`src/rtl/seven_seg_scanner.sv`:
```
// rtl/seven_seg_scanner.sv - four-digit multiplexed seven-segment scanner with frame-latched digit codes
// Optional build macro LEADING_ZERO_BLANK_EN blanks leading zero digits 3..1.
module seven_seg_scanner #(
    parameter int REFRESH_DIV = 100000
) (
    input  logic       sys_clk,
    input  logic       reset,
    input  logic [4:0] bcd3,
    input  logic [4:0] bcd2,
    input  logic [4:0] bcd1,
    input  logic [4:0] bcd0,
    input  logic       si,
    output logic [3:0] an,
    output logic [6:0] seg,
    output logic       dp
);

    localparam int CW = (REFRESH_DIV > 2) ? $clog2(REFRESH_DIV) : 1;
    localparam logic [CW-1:0] DWELL_LAST = CW'(REFRESH_DIV - 1);

    logic [CW-1:0] dwell_cnt;
    logic [1:0]    digit_idx;
    logic          capture_pending;
    logic [4:0]    sh_bcd3, sh_bcd2, sh_bcd1, sh_bcd0;
    logic          sh_si;
    logic          tick;
    logic [4:0]    code_sel;
    logic          blank3, blank2, blank1, blank_sel;
    logic [6:0]    seg_next;

    function automatic logic [6:0] decode_glyph(input logic [4:0] code);
        logic [6:0] glyph;
        case (code)
            5'd0:    glyph = 7'h40;
            5'd1:    glyph = 7'h79;
            5'd2:    glyph = 7'h24;
            5'd3:    glyph = 7'h30;
            5'd4:    glyph = 7'h19;
            5'd5:    glyph = 7'h12;
            5'd6:    glyph = 7'h02;
            5'd7:    glyph = 7'h78;
            5'd8:    glyph = 7'h00;
            5'd9:    glyph = 7'h10;
            5'h1F:   glyph = 7'h77;
            default: glyph = 7'h7F;
        endcase
        return glyph;
    endfunction

    assign tick = (dwell_cnt == DWELL_LAST);

    always_comb begin
        blank3 = 1'b0;
        blank2 = 1'b0;
        blank1 = 1'b0;
`ifdef LEADING_ZERO_BLANK_EN
        blank3 = (sh_bcd3 == 5'd0);
        blank2 = blank3 && (sh_bcd2 == 5'd0);
        blank1 = blank2 && (sh_bcd1 == 5'd0);
`endif
        case (digit_idx)
            2'd0:    begin code_sel = sh_bcd0; blank_sel = 1'b0;   end
            2'd1:    begin code_sel = sh_bcd1; blank_sel = blank1; end
            2'd2:    begin code_sel = sh_bcd2; blank_sel = blank2; end
            default: begin code_sel = sh_bcd3; blank_sel = blank3; end
        endcase
        seg_next = blank_sel ? 7'h7F : decode_glyph(code_sel);
    end

    // The first cycle out of reset only latches the frame; scanning starts on the next edge
    always_ff @(posedge sys_clk) begin
        if (reset) begin
            dwell_cnt       <= '0;
            digit_idx       <= 2'd0;
            capture_pending <= 1'b1;
            sh_bcd3         <= 5'd0;
            sh_bcd2         <= 5'd0;
            sh_bcd1         <= 5'd0;
            sh_bcd0         <= 5'd0;
            sh_si           <= 1'b0;
            an              <= 4'hF;
            seg             <= 7'h7F;
            dp              <= 1'b1;
        end else if (capture_pending) begin
            capture_pending <= 1'b0;
            sh_bcd3         <= bcd3;
            sh_bcd2         <= bcd2;
            sh_bcd1         <= bcd1;
            sh_bcd0         <= bcd0;
            sh_si           <= si;
            an              <= 4'hF;
            seg             <= 7'h7F;
            dp              <= 1'b1;
        end else begin
            dwell_cnt <= tick ? '0 : dwell_cnt + CW'(1);
            if (tick) begin
                digit_idx <= digit_idx + 2'd1;
            end
            if (tick && digit_idx == 2'd3) begin
                sh_bcd3 <= bcd3;
                sh_bcd2 <= bcd2;
                sh_bcd1 <= bcd1;
                sh_bcd0 <= bcd0;
                sh_si   <= si;
            end
            an  <= ~(4'b0001 << digit_idx);
            seg <= seg_next;
            dp  <= ~((digit_idx == 2'd0) && sh_si);
        end
    end

endmodule

```
`config.mk`:
```
export PLATFORM = sky130hd
export DESIGN_NAME = seven_seg_scanner
export DESIGN_NICKNAME = d
export VERILOG_FILES = /design/src/rtl/seven_seg_scanner.sv
export SDC_FILE = /design/constraint.sdc
export NUM_CORES = 1
export LEC_CHECK = 0
export BUFFER_PORTS_ARGS = -buffer_cell sky130_fd_sc_hd__buf_4
export CORE_MARGIN = 1
export CORE_UTILIZATION = 56
export CTS_BUF_LIST = sky130_fd_sc_hd__clkbuf_4 sky130_fd_sc_hd__clkbuf_8 sky130_fd_sc_hd__clkbuf_16
export CTS_CLUSTER_SIZE = 30
export DETAILED_ROUTE_END_ITERATION = 6
export GPL_ROUTABILITY_DRIVEN = 0
export MAX_ROUTING_LAYER = met4
export PLACE_DENSITY = 0.89
export SKIP_LAST_GASP = 1
export SLEW_MARGIN = 10
export SYNTH_ARGS = -nofsm -noshare
export SYNTH_HDL_FRONTEND = slang
export SYNTH_SLANG_ARGS = --single-unit
```
`constraint.sdc`:
```
create_clock -name sys_clk -period 3 [get_ports sys_clk]
set_input_delay 0 -clock sys_clk [delete_from_list [all_inputs] [get_ports sys_clk]]
set_output_delay 0 -clock sys_clk [all_outputs]
set_load 0.05 [all_outputs]
```
==> Yosys cells after proc, flatten, opt, wreduce, memory -nomap -nowiden <==
Memories as Yosys holds them, arrays and structs flattened. A register that Yosys moved wholly into a read port is not among the register bits.
Cells that the tools add are included.
{ "word_totals": {"ff_bits": 46, "rom_bits": 224, "n_memories": 1, "elab_cells": 40, "output_inout_bits": 12, "inputBits": 23} }
{ "memory_table": {"columns": ["memory", "depth", "word_bits", "rd", "rd_ports_with_merged_regs", "wr", "line", "rtl"], "rows": [
  ["(name not given)", 32, 7, 1, 1, 0, "33", "case (code)"]
]} }
{ "classes": {"mux": 13, "reduce_logical": 6, "shifts": 1, "eq_ne": 4, "n_addsub": 2, "n_bitwise": 3} }
{ "ops": {"columns": ["operator", "n"], "rows": [
  ["$mux 5", 8],
  ["$add 17x1->17 const B", 1],
  ["$eq 17x17->1 const B", 1],
  ["$mux 17", 1],
  ["$pmux 5 s3", 1],
  ["$eq 2x2->1 const B", 2],
  ["$not 4->4", 1],
  ["$shl 1x2->4 const A", 1],
  ["$mux 1", 3],
  ["$add 2x1->2 const B", 1],
  ["$eq 2x1->1 const B", 1],
  ["$logic_and 1x1->1", 2],
  ["$logic_not 2->1", 1],
  ["$not 1->1", 2],
  ["$reduce_and 2->1", 1],
  ["$reduce_bool 2->1", 1],
  ["$reduce_or 2->1", 1]
]} }

==> Depth between registers and ports, before layout <==
{ "logic_depth": {"word_depth": 4, "mapped_depth": 11, "mapped_depth_nobuf": 10} }

==> Worst setup path after synthesis <==
OpenSTA, ideal clock, no wires.
{ "synth_timing": {"kind": "reg2reg", "startpoint": "reg digit_idx[1]", "endpoint": "reg seg[3]", "slack_ns": 0.842, "path_buffers": 0, "t_arrival_ns": 2.018, "required_ns": 2.861, "period_less_slack_ns": 2.158, "setup_ns": 0.139, "path_stages_with_launch": 10, "cell_sequence": "dfxtp_1 inv_1 ha_1 a222oi_1 a21oi_2 ha_1 a211oi_1 a2bb2oi_1 mux2i_1 a32oi_1"} }
{ "synth_via": {"elab_chain_cells": 2, "elab_cells_between_ends": 4, "cone_classes": "eq/ne (2); mux (1); reduce/logical (1)"} }
{ "synth_rtl": {"columns": ["element", "line", "rtl"], "rows": [
  ["start: declaration", "22", "logic [1:0] digit_idx;"],
  ["start signal: assignment", "97", "digit_idx <= digit_idx + 2'd1;"],
  ["$eq 2x2->1, or another cell as far along", "61", "case (digit_idx)"],
  ["$pmux 5 s3 *", "61", null],
  ["end: declaration", "14", "output logic [6:0] seg,"]
]} }
Mark *: on every way between the ends. The rest lies on a longest branch, timed or not.
A chain may end at the register's enable or synchronous reset.

==> Final worst setup path <==
{ "layout_timing": {"startpoint": "reg digit_idx[0]", "endpoint": "reg seg[3]"} }
The elaborated chain is that of the path after synthesis.

==> results.toml <==
[job]
max_cap_viol_count = 0

[clocking]
cts_tree = "built"
cts_max_level = 2
clock_path_buffers = 2
postCtsHoldBufs = 22
cts_buffers = 5
path_clk_slew_ns = 0.09
cts-root-buf = "clkbuf_8"
cts.sinks = 53
ctsResizeCount = 0
clk_latency_ns = 0.31
cts_setup_buffers = 0

[global_routing]
grt.total_usage = 0.244
grt_pass1_vias = 2054
grt_pass1_wl_um = 9280
antenna_found_initial = 0
overflow = 0
grt_max_degree = 51

[timing]
setup_tns_ns = 0
period_needed_ns = 2.69
skew_ns = 0.00916
fin_crit_sh = 0.896
max_freq_mhz = 372
slew_violations = 0
report.final.hold_viol_count = 0
tightest_slew_ns = 0.944
setup_ws_ns = 0.311
finalSetupViolCount = 0
relSlewSlack = 0.371
rsz0062_at_grt = "no"

[critical_path]
r2r_cells = 9
rr_startpoint = "digit_idx[0]$_SDFFE_PP0P_"
critical_path_class = "reg -> reg"
critPathArrivalTime_ns = 2.86
cp_max_fo = 9
startpoint_type = "register"
required_ns = 3.18
endpoint_kind = "register"
r2r_slack_ns = 0.31
r2r-end = "seg[3]$_SDFF_PP1_"

[placed_design]
hpwl_um = 3550
place_inst = 353
dpl_worst_slack_ns = 0.425
io_buffers = 34

[outcome]
status = "finished with violations"
violations = "DRC"

[route]
drt-initial-drc-count = 207
viasPerCell = 5.59
first_pass_iters = 7
post_drt_wl_per_cell_um = 14.3
dr_total_vias = 2141
wl_um = 5490
drc = 4
antenna_left = 0

[yosys]
synth_area_um2 = 2650
synth_edf_count = 0
synth-seq-cells = 53
synthCells = 280
syn_avg_cell_area_um2 = 9.46
async_flop_share = 0
syn_nets = 315
yosys_warnings = 0
ys.flop_type = "dfxtp_1"
yosysSeqAreaShare = 0.400
synth_cell_types = 43

[floorplan]
die_h_um = 70.8
io-pin-count = 35
die_x_um = 70.8
row_count = 24
die-area_um2 = 5010
coreArea_um2 = 4440
start_util = 0.596

[final_layout]
final_util = 0.724
final_cell_count_no_fill = 383
drive_gt1_frac = 0.148
num_antenna_cells = 0
area_growth_pct = 21.3
nets = 365

[power_and_ir_drop]
finalPower_uw = 1380
p_leak_uw = 0.00129
peakVddDrop_uv = 324
p_per_area_nw_per_um2 = 431

[worst_hold_path]
min_path_cells = 1
min_to = "dp$_SDFF_PP1_"
hold_path_class = "reg -> reg"
hp-start = "sh_si$_SDFFE_PP0P_"
==> per-stage QoR <==
stage / area, µm² / hold slack, ns
2_1_floorplan: 2650 / 0.0277
3_3_place_gp: 2890 / 0.266
3_5_place_dp: 2890 / 0.271
4_1_cts: 3220 / 0.426
5_1_grt: 3220 / 0.433
6_report: 3220 / 0.426
==> cell usage after synthesis, drive strengths merged (3+ instances only) <==
library cell	instances	area (µm²)
a211oi	3	22.5
a21oi	12	63.8
a222oi	4	40.0
a32oi	4	35.0
and3	5	31.3
and4	3	31.3
buf	8	57.6
clkbuf	5	18.8
dfxtp	53	1060
ha	12	150
inv	11	41.3
mux2i	25	250
nand2	8	30.0
nand2b	43	269
nand3	7	35.0
nand4	5	31.3
nor2	18	67.6
nor2b	9	56.3
nor3	4	20.0
o21ai	7	35.0
or3	3	18.8
xnor2	7	61.3
xor2	7	61.3
==> worst max-delay path, stage by stage (launching register included) <==
cell and delay [ns]:
dfxtp_1 0.44, ha_1 0.34, inv_1 0.17, a21oi_1 0.38, inv_1 0.16, ha_1 0.36, a211oi_1 0.34, a2bb2oi_1 0.12
mux2i_1 0.14, a32oi_1 0.12
==> state kept, by name (all words and copies together) (netlist names) <==
name / count
dwell_cnt: 17
seg: 7
sh_bcd0: 5
sh_bcd1: 5
sh_bcd2: 5
sh_bcd3: 5
an: 4
digit_idx: 2
capture_pending: 1
dp: 1
sh_si: 1
==> how the worst max path moves through the flow <==
stage                                         start                 to  slack (ns)  depth (start not counted)
after floorplan           digit_idx[1]$_SDFFE_PP0P_  seg[3]$_SDFF_PP1_        0.84                          9
after global placement    digit_idx[0]$_SDFFE_PP0P_  seg[3]$_SDFF_PP1_        0.66                         10
after detailed placement  digit_idx[0]$_SDFFE_PP0P_  seg[3]$_SDFF_PP1_        0.43                          9
after CTS                 digit_idx[0]$_SDFFE_PP0P_  seg[3]$_SDFF_PP1_        0.41                          9
after global routing      digit_idx[0]$_SDFFE_PP0P_  seg[3]$_SDFF_PP1_        0.18                          9
final                     digit_idx[0]$_SDFFE_PP0P_  seg[3]$_SDFF_PP1_        0.31                          9
==> cells in the final DEF, fill, tap and decap left out, drive strengths merged, types with 2 or more instances in the layout <==
master / netlist / layout
a211oi: 3 / 3
a21oi: 12 / 12
a222oi: 4 / 4
a32oi: 4 / 4
and3: 5 / 5
and4: 3 / 3
buf: 8 / 34
clkbuf: 5 / 7
dfxtp: 53 / 53
dlygate4sd3: 0 / 22
ha: 12 / 12
inv: 11 / 11
mux2i: 25 / 25
nand2: 8 / 8
nand2b: 43 / 43
nand3: 7 / 7
nand4: 5 / 5
nand4b: 2 / 2
nor2: 18 / 18
nor2b: 9 / 9
nor3: 4 / 4
nor4: 2 / 2
o21ai: 7 / 7
or3: 3 / 3
xnor2: 7 / 7
xor2: 7 / 7
==> cells by family (layout without fill, tap and decap cells) <==
kind of cell	Yosys count	after routing	share of synthesized area
buffers and inverters	24	75	0.0444
and+or+nand+nor	114	114	0.253
muxes	25	25	0.0944
xor gates and xnor gates	14	14	0.0463
AOI/OAI and AO/OA	38	38	0.105
adders and majority gates	12	12	0.0567
DFF	53	53	0.400
==> routing by layer <==
metal,vias to the layer above,track usage,share of wire
met5,-,-,0
met4,0,0.0978,0.017
met3,12,0.0556,0.042
met2,48,0.420,0.50
met1,1008,0.273,0.44
li1,1073,-,-
==> power by group <==
group	switching, µW	internal (µW)
clock	224	209
combinational	101	97.2
sequential	20.7	733
total	346	1040
==> area by class of cell <==
type | instances | area, µm²
timing repair buffer | 56 | 475
sequential | 53 | 1060
clock buffer | 7 | 96.3
inverter | 11 | 41.3
clock inverter | 1 | 5.00
fill | 325 | 1230
multi-input combinational | 203 | 1470
tap | 52 | 65.1
Note: power is estimated with default switching activity, not from simulation.
